<file path="src/rtl/round_key_buffer.sv">
// round_key_buffer
//
// Sequences an external AES-128 key-expansion stage through one full forward
// schedule and keeps every round key (0..NROUNDS) in a local register file so
// the cipher core can fetch them in any order, one per cycle. Reads in
// descending order serve the decryption direction.
//
// Ports
//   CLK         clock, rising edge
//   rst         synchronous active-high reset (control and read port only)
//   start       load key_in as round key 0 and run a full expansion
//   key_in      cipher key (round key 0)
//   w_in        registered round key from the expansion stage
//   count_out   round index driven into the expansion stage
//   loop_out    expansion stage enable (1 = compute, 0 = hold)
//   select_out  expansion stage direction, tied to forward schedule (0)
//   ready       all NROUNDS+1 round keys are stored
//   rd_en       read request, honoured only while ready
//   rd_idx      round key index for the read
//   rk_out      registered read data
//   rk_valid    one-cycle pulse: rk_out carries the requested key
//   rd_err      one-cycle pulse: rd_idx was beyond the last round key
module round_key_buffer #(
  parameter int NROUNDS = 10,
  parameter int KW      = 128
) (
  input  logic          CLK,
  input  logic          rst,
  input  logic          start,
  input  logic [KW-1:0] key_in,
  input  logic [KW-1:0] w_in,
  output logic [3:0]    count_out,
  output logic          loop_out,
  output logic          select_out,
  output logic          ready,
  input  logic          rd_en,
  input  logic [3:0]    rd_idx,
  output logic [KW-1:0] rk_out,
  output logic          rk_valid,
  output logic          rd_err
);

  localparam int          NKEYS = NROUNDS + 1;
  localparam logic [3:0]  LAST  = 4'(NROUNDS);

  typedef enum logic [1:0] {
    IDLE   = 2'd0,
    EXPAND = 2'd1,
    DRAIN  = 2'd2,
    READY  = 2'd3
  } state_t;

  state_t        state;
  logic [KW-1:0] slot [NKEYS];

  logic          load_key;
  logic          cap_en;
  logic [3:0]    cap_idx;

  assign select_out = 1'b0;

  // A start is only accepted from IDLE or READY; reset takes precedence.
  assign load_key = !rst && start && (state == IDLE || state == READY);

  // The expansion stage output lags count_out by one register, so while
  // count_out = k the stage is presenting round key k-1. The key for the
  // final count arrives one cycle later, during DRAIN.
  always_comb begin
    cap_en  = 1'b0;
    cap_idx = 4'd0;
    if (state == EXPAND && count_out >= 4'd2) begin
      cap_en  = 1'b1;
      cap_idx = count_out - 4'd1;
    end else if (state == DRAIN) begin
      cap_en  = 1'b1;
      cap_idx = LAST;
    end
  end

  // ---- round key storage (not reset) ----
  always_ff @(posedge CLK) begin
    if (load_key) begin
      slot[0] <= key_in;
    end
    if (cap_en) begin
      slot[cap_idx] <= w_in;
    end
  end

  // ---- control FSM and registered read port ----
  always_ff @(posedge CLK) begin
    if (rst) begin
      state     <= IDLE;
      count_out <= 4'd0;
      loop_out  <= 1'b0;
      ready     <= 1'b0;
      rk_out    <= '0;
      rk_valid  <= 1'b0;
      rd_err    <= 1'b0;
    end else begin
      rk_valid <= 1'b0;
      rd_err   <= 1'b0;
      case (state)
        IDLE: begin
          if (start) begin
            count_out <= 4'd1;
            loop_out  <= 1'b1;
            state     <= EXPAND;
          end
        end
        EXPAND: begin
          if (count_out == LAST) begin
            count_out <= 4'd0;
            loop_out  <= 1'b0;
            state     <= DRAIN;
          end else begin
            count_out <= count_out + 4'd1;
          end
        end
        DRAIN: begin
          count_out <= 4'd0;
          ready     <= 1'b1;
          state     <= READY;
        end
        READY: begin
          // A restart wins over a simultaneous read; the read is dropped.
          if (start) begin
            ready     <= 1'b0;
            count_out <= 4'd1;
            loop_out  <= 1'b1;
            state     <= EXPAND;
          end else if (rd_en) begin
            if (rd_idx <= LAST) begin
              rk_out   <= slot[rd_idx];
              rk_valid <= 1'b1;
            end else begin
              rk_out <= '0;
              rd_err <= 1'b1;
            end
          end
        end
        default: begin
          state <= IDLE;
        end
      endcase
    end
  end

endmodule

</file>
<file path="config.mk">
export PLATFORM = sky130hd
export DESIGN_NAME = round_key_buffer
export DESIGN_NICKNAME = d
export VERILOG_FILES = /design/src/rtl/round_key_buffer.sv
export SDC_FILE = /design/constraint.sdc
export NUM_CORES = 2
export LEC_CHECK = 0
export ABC_AREA = 1
export CORE_ASPECT_RATIO = 0.75
export CORE_MARGIN = 5
export CORE_UTILIZATION = 54
export CTS_CLUSTER_DIAMETER = 150
export DETAILED_ROUTE_END_ITERATION = 10
export PLACE_DENSITY = 0.81
export SYNTH_ARGS = -nofsm -noshare
export SYNTH_HDL_FRONTEND = slang
export SYNTH_SLANG_ARGS = --single-unit
</file>
<file path="constraint.sdc">
create_clock -name CLK -period 14.2 [get_ports CLK]
set_clock_uncertainty 0.2 [all_clocks]
set_input_delay 1.42 -clock CLK [delete_from_list [all_inputs] [get_ports CLK]]
set_output_delay 1.42 -clock CLK [all_outputs]
set_load 0.02 [all_outputs]
</file>
==> results.py <==
metrics = {
    "floorplanning": {
        "die_x_um": 399.5,
        "core-area_sq_um": 113300,
        "ios": 401,
        "start_util_pct": 54.24,
        "row_count": 107,
        "die-area_sq_um": 120700,
        "die_y_um": 302.1,
    },
    "routing": {
        "num_vias": 41920,
        "drtIter0Drc": 5162,
        "via_per_inst": 5.928,
        "ant_nets": 0,
        "drc_errors": 0,
        "first_pass_iters": 5,
        "wire_per_inst_um": 22.60,
        "routed_wl_um": 159800,
    },
    "layout": {
        "drive_above_1_share_pct": 5.194,
        "post-route-util_pct": 62.71,
        "mostFrequentLayoutCells": "edfxtp_1 (1408), nand2_1 (977), nor2_1 (784), o21ai_0 (431), clkdlybuf4s50_1 (395)",
        "final_common_cell": "edfxtp_1",
        "syn_to_final_growth_pct": 15.62,
        "finalNetCount": 5700,
    },
    "yosys": {
        "synth_compound_area_share_pct": 9.528,
        "yosys_warnings": 0,
        "synth_mux_area_share_pct": 0,
        "synthesis.area_sq_um": 61430,
        "synth_cell_types": 31,
        "synth_top_family_by_area": "simple AND/OR/NAND/NOR gates",
        "synth_edf_count": 1408,
        "syn_avg_cell_area_sq_um": 11.86,
        "synth_seq_cells": 1546,
        "synthCells": 5181,
        "synth_fa_ha_area_share_pct": 0.1629,
        "synth_seq_area_share_pct": 73.33,
        "yosys.area_share.simple_pct": 13.67,
        "synthFlopType": "edfxtp_1",
        "synth_nets": 5453,
        "synthArstFlopShare_pct": 0,
        "synthXorXnorAreaFrac_pct": 0.05703,
    },
    "sta": {
        "hold_viol_final": 0,
        "tightest_slew_ps": 1229,
        "fin_ws_ps": 8822,
        "period_share_pct": 37.88,
        "rsz0062_at_grt": "false",
        "fin_crit_ps": 5378,
        "relSlewSlack_pct": 18.06,
        "setup_viol": 0,
        "slew_viol_final": 0,
        "max_freq_mhz": 185.9,
        "fin_tns_setup_ps": 0,
    },
    "grt": {
        "grt-ovfl-total": 0,
        "grt_pass1_wl_um": 239800,
        "grt_max_degree": 238,
        "grt_pass1_vias": 40680,
        "antenna_found_initial": 3,
        "grt_util_all_layers_pct": 25.96,
    },
    "worst_setup_path": {
        "cp-end-kind": "flop",
        "arrival_ps": 5550,
        "cp-start-kind": "flop",
        "critPathKind": "reg -> reg",
        "crit_fanout": 134,
        "cp.required_ps": 14380,
    },
    "place": {
        "hpwl_um": 80750,
        "numPortBuffers": 399,
        "pre_cts_ws_ps": 8787,
        "routabilityCongestion": 0.8172,
    },
    "clock_tree": {
        "clock_sinks": 1546,
        "ctsHoldBuffers": 0,
        "clock_path_buffers": 3,
        "clk_pin_slew_worst_paths_ps": 60,
        "cts_root_buf": "clkbuf_16",
        "cts_setup_buffers": 0,
        "htreeDepth": 4,
        "cts_resized": 0,
        "cts_tree": "built",
        "cts_buffers": 144,
        "clock_latency_ps": 770,
    },
    "run_status": {
        "status": "complete, no violations",
    },
    "min_path": {
        "hp-class": "reg -> reg",
    },
    "job": {
        "maxCapViolCount": 0,
    },
    "power": {
        "p_sw_mw": 3.650,
        "irDropWorstVdd_mv": 0.2587,
        "pwr-share-seq_pct": 52.1,
        "p_leak_nw": 24.56,
        "p_int_mw": 9.014,
        "p_sw_share_pct": 28.82,
        "clkPwrFrac_pct": 30.2,
        "finalPower_mw": 12.66,
        "power_frac_comb_pct": 17.8,
        "p_per_area_nw_per_um2": 178.3,
    },
}
==> metrics by stage <==
stage	hold slack, ps	instance area, sq um	cells
after CTS	268.0	71020	7071
after global placement	255.8	66340	6808
after detailed placement	258.5	66340	6808
after global routing	282.8	71020	7071
final	263.8	71030	7072
after floorplan	287.6	61430	5181
==> area by class of cell <==
class,instances,area (sq um)
timing repair buffer,454,4503
fill,8133,42240
inverter,98,395.4
clock buffer,206,4101
sequential,1546,45040
clock inverter,57,583.1
antenna,1,2.502
tap,1526,1909
multi-input combinational,3184,14490
==> metal layers <==
layer / global-route usage (%) / share of wire, % / up-vias
met5: 0 / 0 / -
li1: - / - / 18860
met4: 8.473 / 2.4 / 0
met1: 36.64 / 39 / 20230
met2: 40.92 / 47 / 2534
met3: 5.490 / 11 / 293
==> state kept, by name, summed over array words and instances, names as in the netlist <==
| name | cells |
|---|---|
| loop_out | 1 |
| rk_valid | 1 |
| ready | 1 |
| slot | 1408 |
| count_out | 4 |
| state | 2 |
| rd_err | 1 |
| rk_out | 128 |
==> worst paths after layout <==
check	from	end	slack, ps	cells past startpoint
max	count_out[0]	slot[4][83]	8820	12
min	rk_out[8]	rk_out[8]	260	2
max reg2reg	count_out[0]	slot[4][83]	8820	12
min reg2reg	rk_out[8]	rk_out[8]	260	2
==> logic make-up after synthesis <==
logic type | Yosys count
other | 1
xor gates and xnor gates | 4
AOI/OAI and AO/OA | 1055
buffers and inverters | 451
DFF | 1546
and+or+nand+nor | 2116
adders and majority gates | 8
==> power groups by stage <==
stage / clock network [mW] / registers [mW] / logic [mW]
CTS: 3.85 / 6.59 / 2.25
global route: 4.05 / 6.64 / 2.46
global placement: 0 / 6.65 / 2.16
detailed placement: 0 / 6.68 / 2.24
finish: 3.82 / 6.59 / 2.25
floorplan: 0 / 6.81 / 1.27
==> Yosys cell counts (all sizes together), types with 2 or more instances <==
library cell,instances,share of area [%]
o22ai,60,0.61
a21oi,168,1.4
edfxtp,1408,69
nor2,793,4.9
dfxtp,138,4.5
nand3,338,2.8
o21ai,629,5.1
nand2,979,6.0
inv,98,0.60
ha,8,0.16
buf,184,1.6
o211ai,193,2.4
nor3,4,0.033
a31oi,2,0.020
xor2,4,0.057
clkbuf,169,1.0
==> critical path, stage by stage (launching register included) <==
cell     delay [ps]
dfxtp_1         430
inv_1           140
ha_1            250
inv_1            80
nand3_1          80
nand2_1         200
nand2_8         490
nand2_1         290
nand3_1         330
nor2_4          220
buf_4           680
buf_4           810
buf_4           770
Power figures use the tool's default switching activity.
